===== config.mk =====
export PLATFORM = sky130hd
export DESIGN_NAME = sync_fifo
export DESIGN_NICKNAME = d
export VERILOG_FILES = /design/src/rtl/sync_fifo.sv
export SDC_FILE = /design/constraint.sdc
export NUM_CORES = 1
export LEC_CHECK = 0
export BUFFER_PORTS_ARGS = -buffer_cell sky130_fd_sc_hd__buf_2
export CORE_MARGIN = 5
export CORE_UTILIZATION = 61
export CTS_BUF_LIST = sky130_fd_sc_hd__clkbuf_8
export DETAILED_ROUTE_END_ITERATION = 7
export PLACE_DENSITY_LB_ADDON = 0.2
export SLEW_MARGIN = 20
export SYNTH_ARGS = -nofsm -noshare
export SYNTH_HDL_FRONTEND = slang
export SYNTH_SLANG_ARGS = --single-unit

===== constraint.sdc =====
create_clock -name clk -period 4.1 [get_ports clk]
set_clock_uncertainty 0.05 [all_clocks]
set_input_delay 0.615 -clock clk [delete_from_list [all_inputs] [get_ports clk]]
set_output_delay 0.615 -clock clk [all_outputs]
set_load 0.1 [all_outputs]

===== src/rtl/sync_fifo.sv =====
// sync_fifo: single-clock circular-buffer FIFO with full/empty flow control.
// Defining FIFO_ERR_FLAGS_EN adds registered overflow/underflow pulse outputs.
module sync_fifo #(
    parameter int DEPTH = 16,
    parameter int WIDTH = 8,
    parameter int ADDR  = 4
) (
    input  logic             clk,
    input  logic             rst,
    input  logic             wr_en,
    input  logic             rd_en,
    input  logic [WIDTH-1:0] data_in,
    output logic [WIDTH-1:0] data_out,
    output logic             full,
    output logic             empty
`ifdef FIFO_ERR_FLAGS_EN
    ,
    output logic             overflow,
    output logic             underflow
`endif
);
    logic [WIDTH-1:0] mem [DEPTH];
    logic [ADDR-1:0]  wr_ptr, rd_ptr;
    logic [ADDR:0]    count;
    logic             wr_ok, rd_ok;

    assign full  = count == (ADDR+1)'(DEPTH);
    assign empty = count == '0;
    // A read from a full FIFO frees the slot the same-cycle write fills.
    assign wr_ok = wr_en && (!full || rd_en);
    assign rd_ok = rd_en && !empty;

    always_ff @(posedge clk)
        if (wr_ok)
            mem[wr_ptr] <= data_in;

    always_ff @(posedge clk or negedge rst)
        if (!rst) begin
            wr_ptr   <= '0;
            rd_ptr   <= '0;
            count    <= '0;
            data_out <= '0;
        end else begin
            if (wr_ok)
                wr_ptr <= wr_ptr + ADDR'(1);
            if (rd_ok) begin
                rd_ptr   <= rd_ptr + ADDR'(1);
                data_out <= mem[rd_ptr];
            end
            if (wr_ok && !rd_ok)
                count <= count + (ADDR+1)'(1);
            else if (rd_ok && !wr_ok)
                count <= count - (ADDR+1)'(1);
        end

`ifdef FIFO_ERR_FLAGS_EN
    always_ff @(posedge clk or negedge rst)
        if (!rst) begin
            overflow  <= 1'b0;
            underflow <= 1'b0;
        end else begin
            overflow  <= wr_en && !wr_ok;
            underflow <= rd_en && !rd_ok;
        end
`endif
endmodule


======== Word-level counts from Yosys, hierarchy flattened ========
Memory sizes are Yosys's and may differ from the RTL's. A register that Yosys moved wholly into a read port is not among the register bits.
Cells that the tools add are included.
storage, ports and cells
  flip-flop bits (word level) ............. 13
  memory bits (writable) .................. 128
  output and inout bits ................... 10
  logic and storage cells ................. 25
  memories kept ........................... 1
operators by class
  add/sub/neg operators ................... 4
  equal/unequal tests ..................... 1
  mux-type cells .......................... 4
  reductions and logical operators ........ 12
memory list
  memory  words  width  read ports  clocked after memory_dff  wr ports  RTL line  RTL
  mem     16     8      1           1                         1         22        logic [WIDTH-1:0] mem [DEPTH];
operators by type and width
  cell                                               number
  two-way mux 5 bit                                  2
  adder 4 x 1 -> 4 bit (second input constant)       2
  adder 5 x 1 -> 5 bit (second input constant)       1
  equality test 5 bit (second input constant)        1
  zero test 1 bit                                    5
  zero test 5 bit                                    1
  subtractor 5 x 1 -> 5 bit (second input constant)  1
  logical AND 1 bit                                  4
  two-way mux 1 bit                                  2
  nonzero test 2 bit                                 1
  logical OR 1 bit                                   1

======== Logic depth before layout (Yosys ltp) ========
Gate-level depths: netlist of run 1.
  depth after elaboration ................. 8
  mapped depth ............................ 11

======== Least setup slack after synthesis of run 1 ========
Ideal clock, no wire load.
  kind .................................... reg-to-output
  start point ............................. register count[0]
  end point ............................... output port empty
  arrival ................................. 2.237 ns
  required time ........................... 3.435 ns
  slack ................................... 1.198 ns
  cell stages (with the launch flop) ...... 3
  cells stage by stage .................... dfrtp_1 > or4_4 > nor2_1
on the way
  cells in the longest elaborated chain, start to end .. 1
ends and longest elaborated chain
  element                 RTL line  RTL
  start, declared         24        logic [ADDR:0] count;
  start signal, assigned  51        count <= count + (ADDR+1)'(1);
  start signal, assigned  53        count <= count - (ADDR+1)'(1);
  zero test 5 bit         28        assign empty = count == '0;
  end, declared           15        output logic empty
No other way between the ends.

======== Worst setup path after layout of run 1 ========
  start point ............................. register count[0]
  end point ............................... register count[4]
on the way
  cells in the longest elaborated chain, start to end .. 7
ends and longest elaborated chain
  element
  parallel branches: the longest is 7 deep, another holds subtractor 5 x 1 -> 5 bit
Parallel ways; which one is timed is not known. The select of a mux whose other input is x is not followed.
A chain may end at the register's enable or synchronous reset.

==> results by group, run 1 <==
Timing
  – Max Slew Vio Count: 0
  – Fmax: 326 MHz
  – RSZ-0062 raised after global routing: false
  – Fin crit period: 3070 ps
  – Fin worst setup slack: 1030 ps
  – Min Hold Slack: 70.6 ps
  – Slew margin rel.: 0.364
  – Final TNS setup: 0 ps
  – Worst Tran Pin Value: 951 ps
  – Finish-stage setup viols: 0
  – Crit share post-route: 0.748
  – Final Hold Fails: 0

Die
  – Row count: 36
  – Die area: 11900 um^2
  – Die extent in y: 109 um
  – Die span in x: 109 um
  – Top-Level Pins: 22
  – Initial Util: 0.619
  – CORE AREA: 9640 um^2

Worst setup path
  – Largest fanout on the critical path: 19
  – Crit path cell chain: or4_4, o21a_1, clkinv_2, ha_1, inv_1, fa_1, a21o_1, a21oi_1, mux2i_1, xnor2_1
  – CP delay by family, top: adder cells
  – Crit path kind: reg -> reg
  – Slowest stage delay, CP: 580 ps
  – CP Launch Type: flip-flop
  – WP data arrival: 3390 ps
  – Worst path bufs/invs: 2
  – Nature of the critical path endpoint: flip-flop
  – Req. time, crit path: 4420 ps
  – Critical-path top delay cell: or4_4

Clock network
  – Cts bufs inserted: 17
  – PostCTS Resize Cnt: 0
  – Clock Path Buffers: 2
  – CTS tree: yes
  – Clock Latency Late Sink: 450 ps
  – Root buf cell: clkbuf_8
  – Clock-pin slew on the worst setup and hold paths: 80 ps
  – Clk sink count: 149
  – Cts hold-fix bufs: 0
  – H-Tree Depth: 4
  – Post-CTS Repair Setup Buffers: 0

Final layout
  – Multi-input logic area: 1460 um^2
  – Most common cell after layout, fill and taps aside: edfxtp_1
  – Layout cells sized above 1: 0.287
  – Most frequent cells in the layout: edfxtp_1 (128), mux4_2 (32), buf_2 (21), dfrtp_1 (19), clkbuf_8 (17)
  – Area grow syn2layout: 9.70%
  – Sequential cell area: 4370 um^2
  – Cell area after layout: 6550 um^2
  – Final nets: 357
  – Ant diodes: 0
  – Fillers: 633

Detailed routing
  – Vias: 2768
  – Drt via density: 5.75
  – DR iter-0 viols: 193
  – Iteration count of the initial detailed-routing pass: 4
  – DRC: 0
  – Final wirelength: 10400 um
  – Post-route antenna net violation count: 0
  – Post-DR wirelength/cell: 21.5 um

Synth
  – Cell Area, Synth: 5970 um^2
  – Yosys cell types: 35
  – Syn Area/Cell: 19.6 um^2
  – EDFF count, synth: 128
  – Ys async rst share: 0.141
  – Most used DFF post-synth: edfxtp_1
  – Register area share after synthesis: 0.732
  – Syn Inst Count: 305
  – Post-Syn Nets: 327
  – Synth Register Bits: 149
  – YS warnings: 0

Power and ir drop
  – Comb pwr share: 0.314
  – Worst IR Drop VDD: 0.000457 V
  – Internal Pwr Total: 2.94 mW
  – PwrDens: 714 nW/um^2
  – NetSw: 1.74 mW
  – Clock share of power: 0.223
  – Seq pwr share: 0.463
  – Sw Ratio: 0.371
  – Leakage: 2.27 nW

Global route
  – Largest net degree at the start of global routing: 25
  – Gr usage total: 0.200
  – Vias in the first global route: 2937
  – Total global routing overflow: 0
  – First-pass GRT wire length: 16600 um
  – Initial antenna violation count: 0

Placement
  – Post-DP HPWL: 6740 um
  – DP Worst Slack: 1040 ps
  – Gpl congestion: 0.790
  – Cell area after placement: 6170 um^2
  – IO buf count: 21

Min path
  – Worst hold-check path type: in -> async

Run status
  – Outcome: complete, no violations

Flow run
  – Max_cap viols: 0
==> state kept, by name (all words and copies together), names as in the netlist <==
| name | flops |
|---|---|
| rd_ptr | 4 |
| mem | 128 |
| wr_ptr | 4 |
| data_out | 8 |
| count | 5 |
==> metal layers <==
metal	track usage	part of all wire	vias up
li1	-	-	1273
met1	0.290	0.44	1403
met2	0.295	0.47	77
met3	0.0444	0.070	15
met4	0.0884	0.017	0
met5	0	0	-
==> synthesized netlist by cell type (4+ instances only) <==
cell type	n	area (um^2)
ha_1	9	113
buf_6	4	45.0
inv_1	4	15.0
o22ai_1	8	50.1
dfrtp_1	21	526
mux4_2	32	721
nor3_1	4	20.0
mux2i_1	9	90.1
edfxtp_1	128	3840
nor2_1	16	60.1
nand2_1	11	41.3
xnor2_1	9	78.8
a21o_1	9	67.6
buf_2	5	25.0
a211oi_1	8	60.1
==> cells by family (layout without fill, tap and decap cells) <==
group / after synthesis / after routing / synth area share
and+or+nand+nor: 39 / 39 / 0.0314
AOI/OAI and AO/OA: 33 / 33 / 0.0381
buffers and inverters: 22 / 65 / 0.0241
xor gates and xnor gates: 10 / 10 / 0.0147
adders and majority gates: 10 / 10 / 0.0222
DFF: 149 / 149 / 0.732
muxes: 42 / 42 / 0.138
==> through the flow <==
step	std cells	power, mW	util
after floorplan	305	3.36	-
after global placement	449	3.67	0.640
after detailed placement	449	3.69	0.640
after CTS	481	4.73	0.680
after global routing	481	4.93	0.680
final	481	4.68	0.680
==> worst register-to-register path, delay by kind of cell (launching register included) <==
kind	cells	cell delay, ps
xor gates and xnor gates	1	130
adders and majority gates	2	630
AOI/OAI and AO/OA	3	610
muxes	1	240
buffers and inverters	2	320
DFF	1	440
and+or+nand+nor	1	580
==> layout make-up <==
cell class | count | share of cell area
clock inverter | 15 | 0.0218
clock buffer | 17 | 0.0357
sequential | 149 | 0.667
multi-input combinational | 134 | 0.223
timing repair buffer | 28 | 0.0241
tap | 133 | 0.0254
inverter | 5 | 0.00306
==> worst paths after layout <==
path | start | end | slack (ps) | cells after the start
max | count[0]$_DFFE_PN0P_ | count[4]$_DFFE_PN0P_ | 1030 | 10
min | rst | count[0]$_DFFE_PN0P_ | 70 | 1
max reg2reg | count[0]$_DFFE_PN0P_ | count[4]$_DFFE_PN0P_ | 1030 | 10
min reg2reg | data_out[0]$_DFFE_PN0P_ | data_out[0]$_DFFE_PN0P_ | 430 | 1
max in group asynchronous | rst | rd_ptr[2]$_DFFE_PN0P_ | 3580 | 1
min in group clk | data_out[0]$_DFFE_PN0P_ | data_out[0]$_DFFE_PN0P_ | 430 | 1
==> power by group through the flow <==
stage	combinational (mW)	sequential [mW]	clock, mW
4_1_cts	1.48	2.18	1.07
3_3_place_gp	1.46	2.20	0
3_5_place_dp	1.48	2.21	0
6_report	1.47	2.17	1.04
5_1_grt	1.57	2.22	1.14
2_1_floorplan	1.08	2.29	0
(Power assumes the default switching activity.)
==> run 2: changes to the inputs <==
==> constraint.sdc (replaced) <==
create_clock -name clk -period 3.1 [get_ports clk]
set_clock_uncertainty 0.05 [all_clocks]
set_input_delay 0.465 -clock clk [delete_from_list [all_inputs] [get_ports clk]]
set_output_delay 0.465 -clock clk [all_outputs]
set_load 0.1 [all_outputs]
==> results by group, run 2 (same netlist as run 1, synthesis figures left out) <==
Timing
  – Final TNS setup: 0 ps
  – Crit share post-route: 0.917
  – Fin worst setup slack: 256 ps
  – Worst Tran Pin Value: 839 ps
  – Final Hold Fails: 0
  – Fin crit period: 2840 ps
  – Fmax: 352 MHz
  – Slew margin rel.: 0.439
  – Finish-stage setup viols: 0
  – Min Hold Slack: 353 ps
  – Max Slew Vio Count: 0
  – RSZ-0062 raised after global routing: false

Final layout
  – Final nets: 363
  – Most frequent cells in the layout: edfxtp_1 (128), mux4_2 (32), buf_2 (21), dfrtp_1 (20), clkbuf_8 (17)
  – Layout cells sized above 1: 0.291
  – Max FFs per register: 128
  – Ant diodes: 0
  – Top Registers: mem: 128 flops, data_out: 8 flops, count: 5 flops
  – Area grow syn2layout: 11.1%
  – Most common cell after layout, fill and taps aside: edfxtp_1
  – Top reg by flops: mem
  – Fillers: 622

Placement
  – DP Worst Slack: 271 ps
  – Post-DP HPWL: 6840 um
  – IO buf count: 21
  – Gpl congestion: 0.744

Power and ir drop
  – Total power: 6.36 mW
  – Seq pwr share: 0.431
  – Worst IR Drop VDD: 0.000730 V
  – Comb pwr share: 0.326
  – Clock share of power: 0.243
  – Leakage: 2.33 nW
  – NetSw: 2.24 mW
  – Internal Pwr Total: 4.12 mW
  – Sw Ratio: 0.352
  – PwrDens: 958 nW/um^2

Worst setup path
  – Reg2Reg Setup Slack: 260 ps
  – Worst r2r src: count[0]$_DFFE_PN0P_
  – Req. time, crit path: 3410 ps
  – Worst Reg2Reg Path Length in Cells: 10
  – WP data arrival: 3150 ps
  – Largest fanout on the critical path: 5
  – Reg2Reg Capture Point: count[4]$_DFFE_PN0P_
  – Crit path kind: reg -> reg
  – Critical path launch point: count[0]$_DFFE_PN0P_
  – Nature of the critical path endpoint: flip-flop
  – CP Launch Type: flip-flop

Detailed routing
  – Iteration count of the initial detailed-routing pass: 5
  – Post-route antenna net violation count: 0
  – DR iter-0 viols: 189
  – Drt via density: 5.83
  – Final wirelength: 10500 um
  – DRC: 0
  – Vias: 2840
  – Post-DR wirelength/cell: 21.5 um

Die
  – Die area: 11900 um^2
  – Row count: 36
  – Die span in x: 109 um
  – Top-Level Pins: 22
  – Initial Util: 0.619
  – Die extent in y: 109 um
  – CORE AREA: 9640 um^2

Clock network
  – Cts hold-fix bufs: 1
  – PostCTS Resize Cnt: 0
  – Post-CTS Repair Setup Buffers: 0
  – CTS tree: yes
  – Clock-pin slew on the worst setup and hold paths: 80 ps
  – Clock Path Buffers: 2
  – H-Tree Depth: 4
  – Cts bufs inserted: 17
  – Clock Latency Late Sink: 440 ps
  – Clk sink count: 149
  – Root buf cell: clkbuf_8

Min path
  – Worst Hold Launch: data_in[7]
  – Worst hold-check path type: in -> reg
  – Hold worst-path end: mem[13][7]$_DFFE_PP_
  – Hold Path Cell Cnt: 1

Run status
  – Outcome: complete, no violations

Global route
  – Gr usage total: 0.201
  – Vias in the first global route: 2990
  – Largest net degree at the start of global routing: 28
  – First-pass GRT wire length: 16800 um
  – Initial antenna violation count: 0
  – Total global routing overflow: 0

Flow run
  – Max_cap viols: 0
[run 2: cell count changes in the layout (fill, tap and decap cells not counted), sizes merged]
cell	before	now
dlygate4sd3	0	1
inv	11	9
bufinv	0	3
clkinvlp	1	0
buf	28	33
[run 2: stage by stage]
step                cells  utilization  area, um^2
floorplan             305            -        5970
global placement      454        0.644        6210
detailed placement    454        0.644        6210
CTS                   487        0.688        6630
global route          487        0.688        6630
finish                487        0.688        6630
[run 2: worst max path at each step]
stage / to / slack, ps / depth (start not counted)
after floorplan: count[4]$_DFFE_PN0P_ / 220 / 11
after global placement: count[4]$_DFFE_PN0P_ / 320 / 10
after detailed placement: count[4]$_DFFE_PN0P_ / 270 / 10
after CTS: count[4]$_DFFE_PN0P_ / 250 / 10
after global routing: count[4]$_DFFE_PN0P_ / 100 / 10
final: count[4]$_DFFE_PN0P_ / 260 / 10
[run 2: cell type report]
type	instances	area (um^2)	area share
clock buffer	17	234	0.0353
multi-input combinational	134	1460	0.220
tap	133	166	0.0251
clock inverter	15	180	0.0272
timing repair buffer	34	205	0.0309
sequential	149	4370	0.659
inverter	5	20.0	0.00302
[run 2: power by group through the flow]
| stage | Sequential (mW) | Clock (mW) | Combinational, mW |
|---|---|---|---|
| after CTS | 2.75 | 1.56 | 2.09 |
| after global routing | 2.78 | 1.66 | 2.23 |
| after floorplan | 3.02 | 0 | 1.43 |
| final | 2.74 | 1.55 | 2.07 |
| after detailed placement | 2.79 | 0 | 2.08 |
| after global placement | 2.77 | 0 | 2.06 |
[run 2: critical path, cell delays in order, from the launching register on]
cell and delay (ps):
dfrtp_1 440, or4_4 570, o21a_1 240, clkinv_2 60
ha_1 150, inv_1 110, fa_1 420, a21o_1 200
a21oi_1 170, mux2i_1 230, xnor2_1 130
[run 2: per-layer routing]
layer / wire, um / track usage / vias to the layer above
li1: - / - / 1288
met1: 4340 / 0.275 / 1452
met2: 5410 / 0.320 / 96
met3: 657 / 0.0533 / 4
met4: 46 / 0.0631 / 0
met5: 0 / 0 / -
==> run 3: changes to the inputs <==
--- a/config.mk
+++ b/config.mk
@@ -6,11 +6,12 @@
 export NUM_CORES = 1
 export LEC_CHECK = 0
 export BUFFER_PORTS_ARGS = -buffer_cell sky130_fd_sc_hd__buf_2
+export CORE_ASPECT_RATIO = 0.7
 export CORE_MARGIN = 5
 export CORE_UTILIZATION = 61
 export CTS_BUF_LIST = sky130_fd_sc_hd__clkbuf_8
 export DETAILED_ROUTE_END_ITERATION = 7
-export PLACE_DENSITY_LB_ADDON = 0.2
+export PLACE_DENSITY = 0.88
 export SLEW_MARGIN = 20
 export SYNTH_ARGS = -nofsm -noshare
 export SYNTH_HDL_FRONTEND = slang
==> results by group, run 3 (same netlist as run 1, synthesis figures left out) <==
Detailed routing
  – DR iter-0 viols: 317
  – Final wirelength: 11400 um
  – Vias: 2949
  – Post-route antenna net violation count: 0
  – Drt via density: 6.16
  – DRC: 0
  – Iteration count of the initial detailed-routing pass: 8
  – Post-DR wirelength/cell: 23.7 um

Final layout
  – Fillers: 604
  – Top reg by flops: mem
  – Sequential cell area: 4370 um^2
  – Final core utilization: 0.683
  – Max FFs per register: 128
  – Top Registers: mem: 128 flops, data_out: 8 flops, count: 5 flops
  – Layout cells sized above 1: 0.285
  – Most common cell after layout, fill and taps aside: edfxtp_1
  – Ant diodes: 0
  – Multi-input logic area: 1460 um^2
  – Final nets: 360
  – Most frequent cells in the layout: edfxtp_1 (128), mux4_2 (32), buf_2 (21), dfrtp_1 (20), clkbuf_8 (17)
  – Area grow syn2layout: 9.91%
  – Finished Layout Cells: 479

Power and ir drop
  – Comb pwr share: 0.332
  – NetSw: 2.26 mW
  – Seq pwr share: 0.444
  – Internal Pwr Total: 4.01 mW
  – Sw Ratio: 0.360
  – Leakage: 2.28 nW
  – PwrDens: 955 nW/um^2
  – Total power: 6.27 mW
  – Clock share of power: 0.224
  – Worst IR Drop VDD: 0.000442 V

Worst setup path
  – WP data arrival: 3230 ps
  – Crit path cell chain: or4_4, o21a_1, clkinv_2, ha_1, inv_1, fa_1, a21o_1, a21oi_1, mux2i_1, xnor2_1
  – Reg2Reg Capture Point: count[4]$_DFFE_PN0P_
  – Largest fanout on the critical path: 5
  – Reg2Reg Setup Slack: 190 ps
  – CP delay by family, top: compound AO/OA/AOI/OAI gates
  – CP Launch Type: flip-flop
  – Nature of the critical path endpoint: flip-flop
  – Worst path bufs/invs: 2
  – Slowest stage delay, CP: 580 ps
  – Worst r2r src: count[0]$_DFFE_PN0P_
  – Crit path kind: reg -> reg
  – Worst Reg2Reg Path Length in Cells: 10
  – Critical-path top delay cell: or4_4
  – Req. time, crit path: 3410 ps

Global route
  – Gr usage total: 0.209
  – M2 GR Usage: 0.312
  – Vias in the first global route: 3101
  – Largest net degree at the start of global routing: 28
  – Most Used Layer, Global Route: met2
  – Total global routing overflow: 0
  – Initial antenna violation count: 0
  – First-pass GRT wire length: 18000 um
  – GR Util met3: 0.0657
  – M1 GR Usage: 0.303

Die
  – Die extent in y: 92.8 um
  – Die area: 11900 um^2
  – Die span in x: 128 um
  – CORE AREA: 9610 um^2
  – Top-Level Pins: 22
  – Initial Util: 0.621
  – Row count: 30

Flow run
  – Max_cap viols: 0

Placement
  – Post-DP HPWL: 7310 um
  – DP Cell Count: 446
  – Gpl congestion: 0.863
  – IO buf count: 21

Clock network
  – H-Tree Depth: 4
  – Clock Path Buffers: 2
  – CTS tree: yes
  – Cts hold-fix bufs: 1
  – Clk sink count: 149
  – Clock-pin slew on the worst setup and hold paths: 80 ps
  – Post-CTS Repair Setup Buffers: 0
  – Cts bufs inserted: 17
  – Clock Latency Late Sink: 430 ps
  – PostCTS Resize Cnt: 0
  – Root buf cell: clkbuf_8

Min path
  – Worst Hold Launch: data_in[1]
  – Hold Path Cell Cnt: 1
  – Worst hold-check path type: in -> reg
  – Hold worst-path end: mem[13][1]$_DFFE_PP_

Timing
  – Finish-stage setup viols: 0
  – Fmax: 343 MHz
  – Slew margin rel.: 0.360
  – Fin crit period: 2910 ps
  – Min Hold Slack: 368 ps
  – Final Hold Fails: 0
  – Crit share post-route: 0.940
  – RSZ-0062 raised after global routing: false
  – Worst Tran Pin Value: 956 ps
  – Final TNS setup: 0 ps
  – Max Slew Vio Count: 0

Run status
  – Outcome: complete, no violations
## run 3: worst max-delay path by stage
stage,from,to,cells after the start
floorplan,count[0]$_DFFE_PN0P_,count[4]$_DFFE_PN0P_,11
global placement,count[0]$_DFFE_PN0P_,count[4]$_DFFE_PN0P_,10
detailed placement,count[0]$_DFFE_PN0P_,count[4]$_DFFE_PN0P_,10
CTS,count[0]$_DFFE_PN0P_,count[4]$_DFFE_PN0P_,10
global route,count[0]$_DFFE_PN0P_,count[4]$_DFFE_PN0P_,10
finish,count[0]$_DFFE_PN0P_,count[4]$_DFFE_PN0P_,10
## run 3: worst reg2reg max path: stages (launching register included)
cell and delay, ps:
dfrtp_1 450, or4_4 580, o21a_1 250, clkinv_2 70
ha_1 160, inv_1 110, fa_1 420, a21o_1 200
a21oi_1 170, mux2i_1 250, xnor2_1 130
## run 3: per-layer routing
layer	wire length, um	vias up
met1	4890	1505
met4	98	0
met5	0	-
met2	5400	144
li1	-	1289
met3	976	11
## run 3: cell type report
class	count	share of cell area
Timing Repair Buffer	31	0.0278
Clock inverter	15	0.0210
Tap cell	128	0.0244
Multi-Input combinational cell	134	0.222
Sequential cell	149	0.666
Inverter	5	0.00305
Clock buffer	17	0.0357
## run 3: power groups by stage
stage / logic, mW / clock network, mW / registers (mW)
2_1_floorplan: 1.43 / 0 / 3.02
3_3_place_gp: 2.01 / 0 / 2.80
3_5_place_dp: 2.08 / 0 / 2.83
4_1_cts: 2.09 / 1.42 / 2.79
5_1_grt: 2.22 / 1.52 / 2.84
6_report: 2.08 / 1.40 / 2.79
## run 3: through the flow
stage,setup WS (ps),cell area (um^2)
after floorplan,222,5970
after global placement,341,6180
after detailed placement,217,6180
after CTS,196,6560
after global routing,6.27,6560
final,186,6560
